**src/rtl/mem_port_arbiter.sv**
```systemverilog
// mem_port_arbiter: shares the single MOV/MOC RAM port between the
// instruction-fetch requester (I) and the load/store requester (D).
// Only one operation is in flight at a time. With both requesters active,
// grants alternate round-robin; D wins the first contention after reset.
// Optional build macro MEM_TIMEOUT_EN aborts a WAIT that sees no MOC within
// TIMEOUT_CYCLES cycles and flags it on ERR alongside the ACK.
`timescale 1ns/1ps

module mem_port_arbiter #(
  parameter logic [2:0]  FETCH_MS       = 3'b010,
  parameter int unsigned TIMEOUT_CYCLES = 255,
  parameter int unsigned CNT_W          = 8
) (
  input  logic        CLK,
  input  logic        RESET,
  input  logic        I_REQ,
  input  logic [31:0] I_ADDR,
  output logic        I_ACK,
  output logic [31:0] I_RDATA,
  input  logic        D_REQ,
  input  logic        D_RW,
  input  logic [2:0]  D_MS,
  input  logic [31:0] D_ADDR,
  input  logic [31:0] D_WDATA,
  output logic        D_ACK,
  output logic [31:0] D_RDATA,
  output logic        MOV,
  output logic        ReadWrite,
  output logic [2:0]  MS_2_0,
  output logic [31:0] RAM_DIN,
  output logic [31:0] RAM_ADDR,
  input  logic        MOC,
  input  logic [31:0] RAM_DOUT,
  output logic        ERR
);

  typedef enum logic [1:0] {
    S_IDLE,
    S_WAIT,
    S_RESP,
    S_RELEASE
  } state_t;

  state_t      state, state_nx;

  logic        gnt_d;      // owner of the current operation: 1 = D, 0 = I
  logic        last_d;     // owner of the most recent grant: 1 = D, 0 = I
  logic        mov_q;
  logic        rw_q;
  logic [2:0]  ms_q;
  logic [31:0] din_q;
  logic [31:0] addr_q;
  logic [31:0] i_rdata_q;
  logic [31:0] d_rdata_q;

  logic        grant_i;
  logic        grant_d;
  logic        capture;
  logic        abort;

  // The timeout counter must be able to hold TIMEOUT_CYCLES.
  if (TIMEOUT_CYCLES < 1 || TIMEOUT_CYCLES >= (64'd1 << CNT_W)) begin : g_cfg_check
    $error("mem_port_arbiter: TIMEOUT_CYCLES does not fit in CNT_W bits");
  end

`ifdef MEM_TIMEOUT_EN
  logic [CNT_W-1:0] cnt_q;
  logic             err_q;
  logic             timeout_hit;

  // The WAIT cycle that would take the count to TIMEOUT_CYCLES is the abort cycle.
  assign timeout_hit = (cnt_q == CNT_W'(TIMEOUT_CYCLES - 1));
`endif

  // State register.
  always_ff @(posedge CLK or negedge RESET) begin
    if (!RESET) state <= S_IDLE;
    else        state <= state_nx;
  end

  // Next-state logic and grant/completion strobes.
  always_comb begin
    state_nx = state;
    grant_i  = 1'b0;
    grant_d  = 1'b0;
    capture  = 1'b0;
    abort    = 1'b0;
    case (state)
      S_IDLE: begin
        if (D_REQ && (!I_REQ || !last_d)) begin
          grant_d  = 1'b1;
          state_nx = S_WAIT;
        end else if (I_REQ) begin
          grant_i  = 1'b1;
          state_nx = S_WAIT;
        end
      end
      S_WAIT: begin
        if (MOC) begin
          capture  = 1'b1;
          state_nx = S_RESP;
        end
`ifdef MEM_TIMEOUT_EN
        // MOC takes priority over a coincident timeout.
        else if (timeout_hit) begin
          abort    = 1'b1;
          state_nx = S_RESP;
        end
`endif
      end
      S_RESP:    state_nx = S_RELEASE;
      S_RELEASE: if (!MOC) state_nx = S_IDLE;
      default:   state_nx = S_IDLE;
    endcase
  end

  // RAM-side operation registers, grant bookkeeping and read-data capture.
  always_ff @(posedge CLK or negedge RESET) begin
    if (!RESET) begin
      gnt_d     <= 1'b0;
      last_d    <= 1'b0;
      mov_q     <= 1'b0;
      rw_q      <= 1'b0;
      ms_q      <= '0;
      din_q     <= '0;
      addr_q    <= '0;
      i_rdata_q <= '0;
      d_rdata_q <= '0;
    end else begin
      if (grant_i) begin
        gnt_d  <= 1'b0;
        last_d <= 1'b0;
        mov_q  <= 1'b1;
        rw_q   <= 1'b1;
        ms_q   <= FETCH_MS;
        din_q  <= '0;
        addr_q <= I_ADDR;
      end
      if (grant_d) begin
        gnt_d  <= 1'b1;
        last_d <= 1'b1;
        mov_q  <= 1'b1;
        rw_q   <= D_RW;
        ms_q   <= D_MS;
        din_q  <= D_WDATA;
        addr_q <= D_ADDR;
      end
      if (capture || abort) mov_q <= 1'b0;
      if (capture) begin
        if (!gnt_d)    i_rdata_q <= RAM_DOUT;
        else if (rw_q) d_rdata_q <= RAM_DOUT;
      end
      if (abort) begin
        if (!gnt_d)    i_rdata_q <= '0;
        else if (rw_q) d_rdata_q <= '0;
      end
    end
  end

`ifdef MEM_TIMEOUT_EN
  // Timeout counter: cleared on grant, counts WAIT cycles without MOC; err_q marks an aborted op.
  always_ff @(posedge CLK or negedge RESET) begin
    if (!RESET) begin
      cnt_q <= '0;
      err_q <= 1'b0;
    end else begin
      if (grant_i || grant_d) begin
        cnt_q <= '0;
        err_q <= 1'b0;
      end else if (state == S_WAIT && !MOC) begin
        cnt_q <= cnt_q + 1'b1;
      end
      if (abort) err_q <= 1'b1;
    end
  end

  assign ERR = (state == S_RESP) && err_q;
`else
  assign ERR = 1'b0;
`endif

  assign I_ACK     = (state == S_RESP) && !gnt_d;
  assign D_ACK     = (state == S_RESP) &&  gnt_d;
  assign I_RDATA   = i_rdata_q;
  assign D_RDATA   = d_rdata_q;
  assign MOV       = mov_q;
  assign ReadWrite = rw_q;
  assign MS_2_0    = ms_q;
  assign RAM_DIN   = din_q;
  assign RAM_ADDR  = addr_q;

endmodule
```
**config.mk**
```make
export PLATFORM = sky130hd
export DESIGN_NAME = mem_port_arbiter
export DESIGN_NICKNAME = d
export VERILOG_FILES = /design/src/rtl/mem_port_arbiter.sv
export SDC_FILE = /design/constraint.sdc
export NUM_CORES = 1
export LEC_CHECK = 0
export ABC_AREA = 1
export CAP_MARGIN = 20
export CORE_AREA = 2 2 101 142
export CTS_CLUSTER_SIZE = 10
export DETAILED_ROUTE_END_ITERATION = 16
export DIE_AREA = 0 0 103 144
export PLACE_DENSITY = 0.84
export REMOVE_ABC_BUFFERS = 1
export SYNTH_ARGS = -nofsm -noshare
export SYNTH_HDL_FRONTEND = slang
export SYNTH_SLANG_ARGS = --single-unit
```
**constraint.sdc**
```tcl
create_clock -name CLK -period 3.4 [get_ports CLK]
set_clock_uncertainty 0.05 [all_clocks]
set_input_delay 0.68 -clock CLK [delete_from_list [all_inputs] [get_ports CLK]]
set_output_delay 0.68 -clock CLK [all_outputs]
set_load 0.05 [all_outputs]
```
==> out/qor.yml <==
fillerInstances: 1096
drc: 0
clkSinkCount: 136
crit_family: "buffers and inverters"
vias_per_cell: 4.680
synthFlopType: "dfrtp_1"
fmax_ghz: 0.3501
wl_per_cell_um: 14.45
hold_slack_ns: 0.1740
routed_wl_um: 16820
clk_latency_ns: 0.40
rsz0062_at_grt: "no"
drive_above_1_share_pct: 4.699
arrival_ns: 2.13
required_ns: 2.67
ys_async_sr_fraction_pct: 100.0
track_usage_pct: 22.39
firstDrtPassIters: 5
via_count: 5448
place.gp.congestion: 0.7704
nets: 1108
setup_viol: 0
clock_path_buffers: 2
cts_tree: "done"
cpPeakStageDelay_ns: 0.81
final_core_utilization_pct: 69.14
drtIter0Drc: 213
dp.cells: 1132
rr_worst_depth: 5
ant_nets: 0
ys_ff_latch: 136
yosysWarnings: 0
area_delta_synth_final_pct: 58.56
start_util_pct: 43.60
placed_area_mm2: 0.008815
postCtsSetupRepairBufs: 0
crit_type: "reg -> out"
status: "finished, final reports clean"
layout_common_cells: "clkdlybuf4s50_1 (270), nand2_1 (239), dfrtp_1 (136)"
synth_edf_count: 0
report.final.slew_viol_count: 0
cp_num_buf_inv: 3
cp_common_cell: "inv_1"
cpMaxStageDelayCell: "clkdlybuf4s50_1"
period_share_pct: 84.02
worstPathCellList: "inv_1 -> ha_1 -> inv_1 -> nor2_1 -> clkdlybuf4s50_1"
synth_area_mm2: 0.005954
regToRegSetupSlack_ns: 1.54
core.rowCount: 51
r2r-start: "last_d"
dieArea_mm2: 0.01483
fin_crit_ns: 2.857
cts_buffers: 17
final.setup.tns_ns: 0
start_kind: "register"
powerDensity_mw_per_mm2: 1142
p_leak_nw: 4.624
ys_types: 20
r2r_end: "D_RDATA[12]"
antenna_found_initial: 0
syn_area_per_cell_um2: 8.422
port_buffers: 271
core-area_mm2: 0.01366
h-tree-depth: 4
holdBufCountCts: 0
die_width_um: 103
path_clk_slew_ns: 0.06
pin_count: 273
hpwl_um: 11720
grt_pass1_vias: 5145
slew_headroom_pct: 55.60
peakVddDrop_mv: 0.5278
layout_commonest_cell: "clkdlybuf4s50_1"
hold_viol: 0
cts_resized: 0
grt_pass1_wl_um: 25790
hold_class: "in -> async"
die-height_um: 144
worst_pin_slew_ns: 0.6651
stdcell_area_mm2: 0.009442
synthCells: 707
yosysSeqAreaShare_pct: 57.15
cp_max_fo: 4
final.setup.worst_slack_ns: 0.5433
n_antenna_cell: 0
clockRootBuffer: "clkbuf_16"
dp_slack_ns: 0.7691
final_cells: 1164
power_mw: 10.78
end_kind: "output port"
cap_violations: 0
grt_start_max_net_pins: 66
grt.overflow.total: 0
[worst register-to-register path, stage by stage (launching register included)]
cell and delay (ns):
dfrtp_1 0.43, inv_2 0.30, nor3_4 0.26, buf_4 0.48
nand2_1 0.14, o21ai_0 0.12
[Yosys cell counts, types with 3 or more instances]
| cell | instances | area, µm² |
|---|---|---|
| buf_1 | 6 | 22.52 |
| nor2_1 | 4 | 15.01 |
| o21ai_0 | 70 | 350.3 |
| clkbuf_2 | 3 | 15.01 |
| nand2_1 | 239 | 897.1 |
| ha_1 | 5 | 62.56 |
| buf_4 | 8 | 60.06 |
| nand3_1 | 66 | 330.3 |
| buf_2 | 11 | 55.05 |
| nand3b_1 | 32 | 240.2 |
| clkbuf_1 | 12 | 45.04 |
| dfrtp_1 | 136 | 3403 |
| inv_1 | 107 | 401.6 |
[kinds of logic after synthesis]
kind of cell               share of synthesized area [%]
other                                            0.06298
DFF                                                57.15
and+or+nand+nor                                    25.45
AOI/OAI and AO/OA                                  6.031
adders and majority gates                          1.051
buffers and inverters                              10.25
[sequential cells by signal (all words and copies together) (netlist names)]
| name | flops |
|---|---|
| D_RDATA | 32 |
| I_RDATA | 32 |
| MOV | 1 |
| MS_2_0 | 3 |
| RAM_ADDR | 32 |
| RAM_DIN | 32 |
| ReadWrite | 1 |
| last_d | 1 |
| state | 2 |
[power by group]
group	total (mW)	switching (mW)	internal, mW	leakage [nW]
Sequential	2.82	0.423	2.40	1.70
Combinational	6.00	4.13	1.87	2.63
Clock	1.96	0.720	1.24	0.296
Total	10.8	5.27	5.51	4.62
[layer usage]
| layer | track usage [%] | up-vias | share of wire [%] |
|---|---|---|---|
| met1 | 26.94 | 2536 | 39 |
| li1 | - | 2686 | - |
| met5 | 0 | - | 0 |
| met3 | 6.042 | 24 | 7.3 |
| met2 | 38.28 | 202 | 51 |
| met4 | 7.895 | 0 | 2.1 |
[worst max path at each step]
stage | start | end | slack (ns) | cells past startpoint
after floorplan | D_REQ | RAM_ADDR[0] | 0.45 | 4
after global placement | D_REQ | MS_2_0[1] | 0.79 | 5
after CTS | state[0] | I_ACK | 0.53 | 5
after global routing | state[0] | I_ACK | 0.41 | 5
final | state[0] | I_ACK | 0.54 | 5
after detailed placement | D_REQ | MS_2_0[1] | 0.77 | 5
[final cells by class]
type	instances	area (µm²)	area share, %
clock buffer	19	432.9	4.585
clock inverter	13	193.9	2.054
inverter	110	412.9	4.373
multi-input combinational	421	1948	20.63
sequential	136	3403	36.05
tap	185	231.5	2.452
timing repair buffer	280	2819	29.86
(Power assumes the default switching activity.)
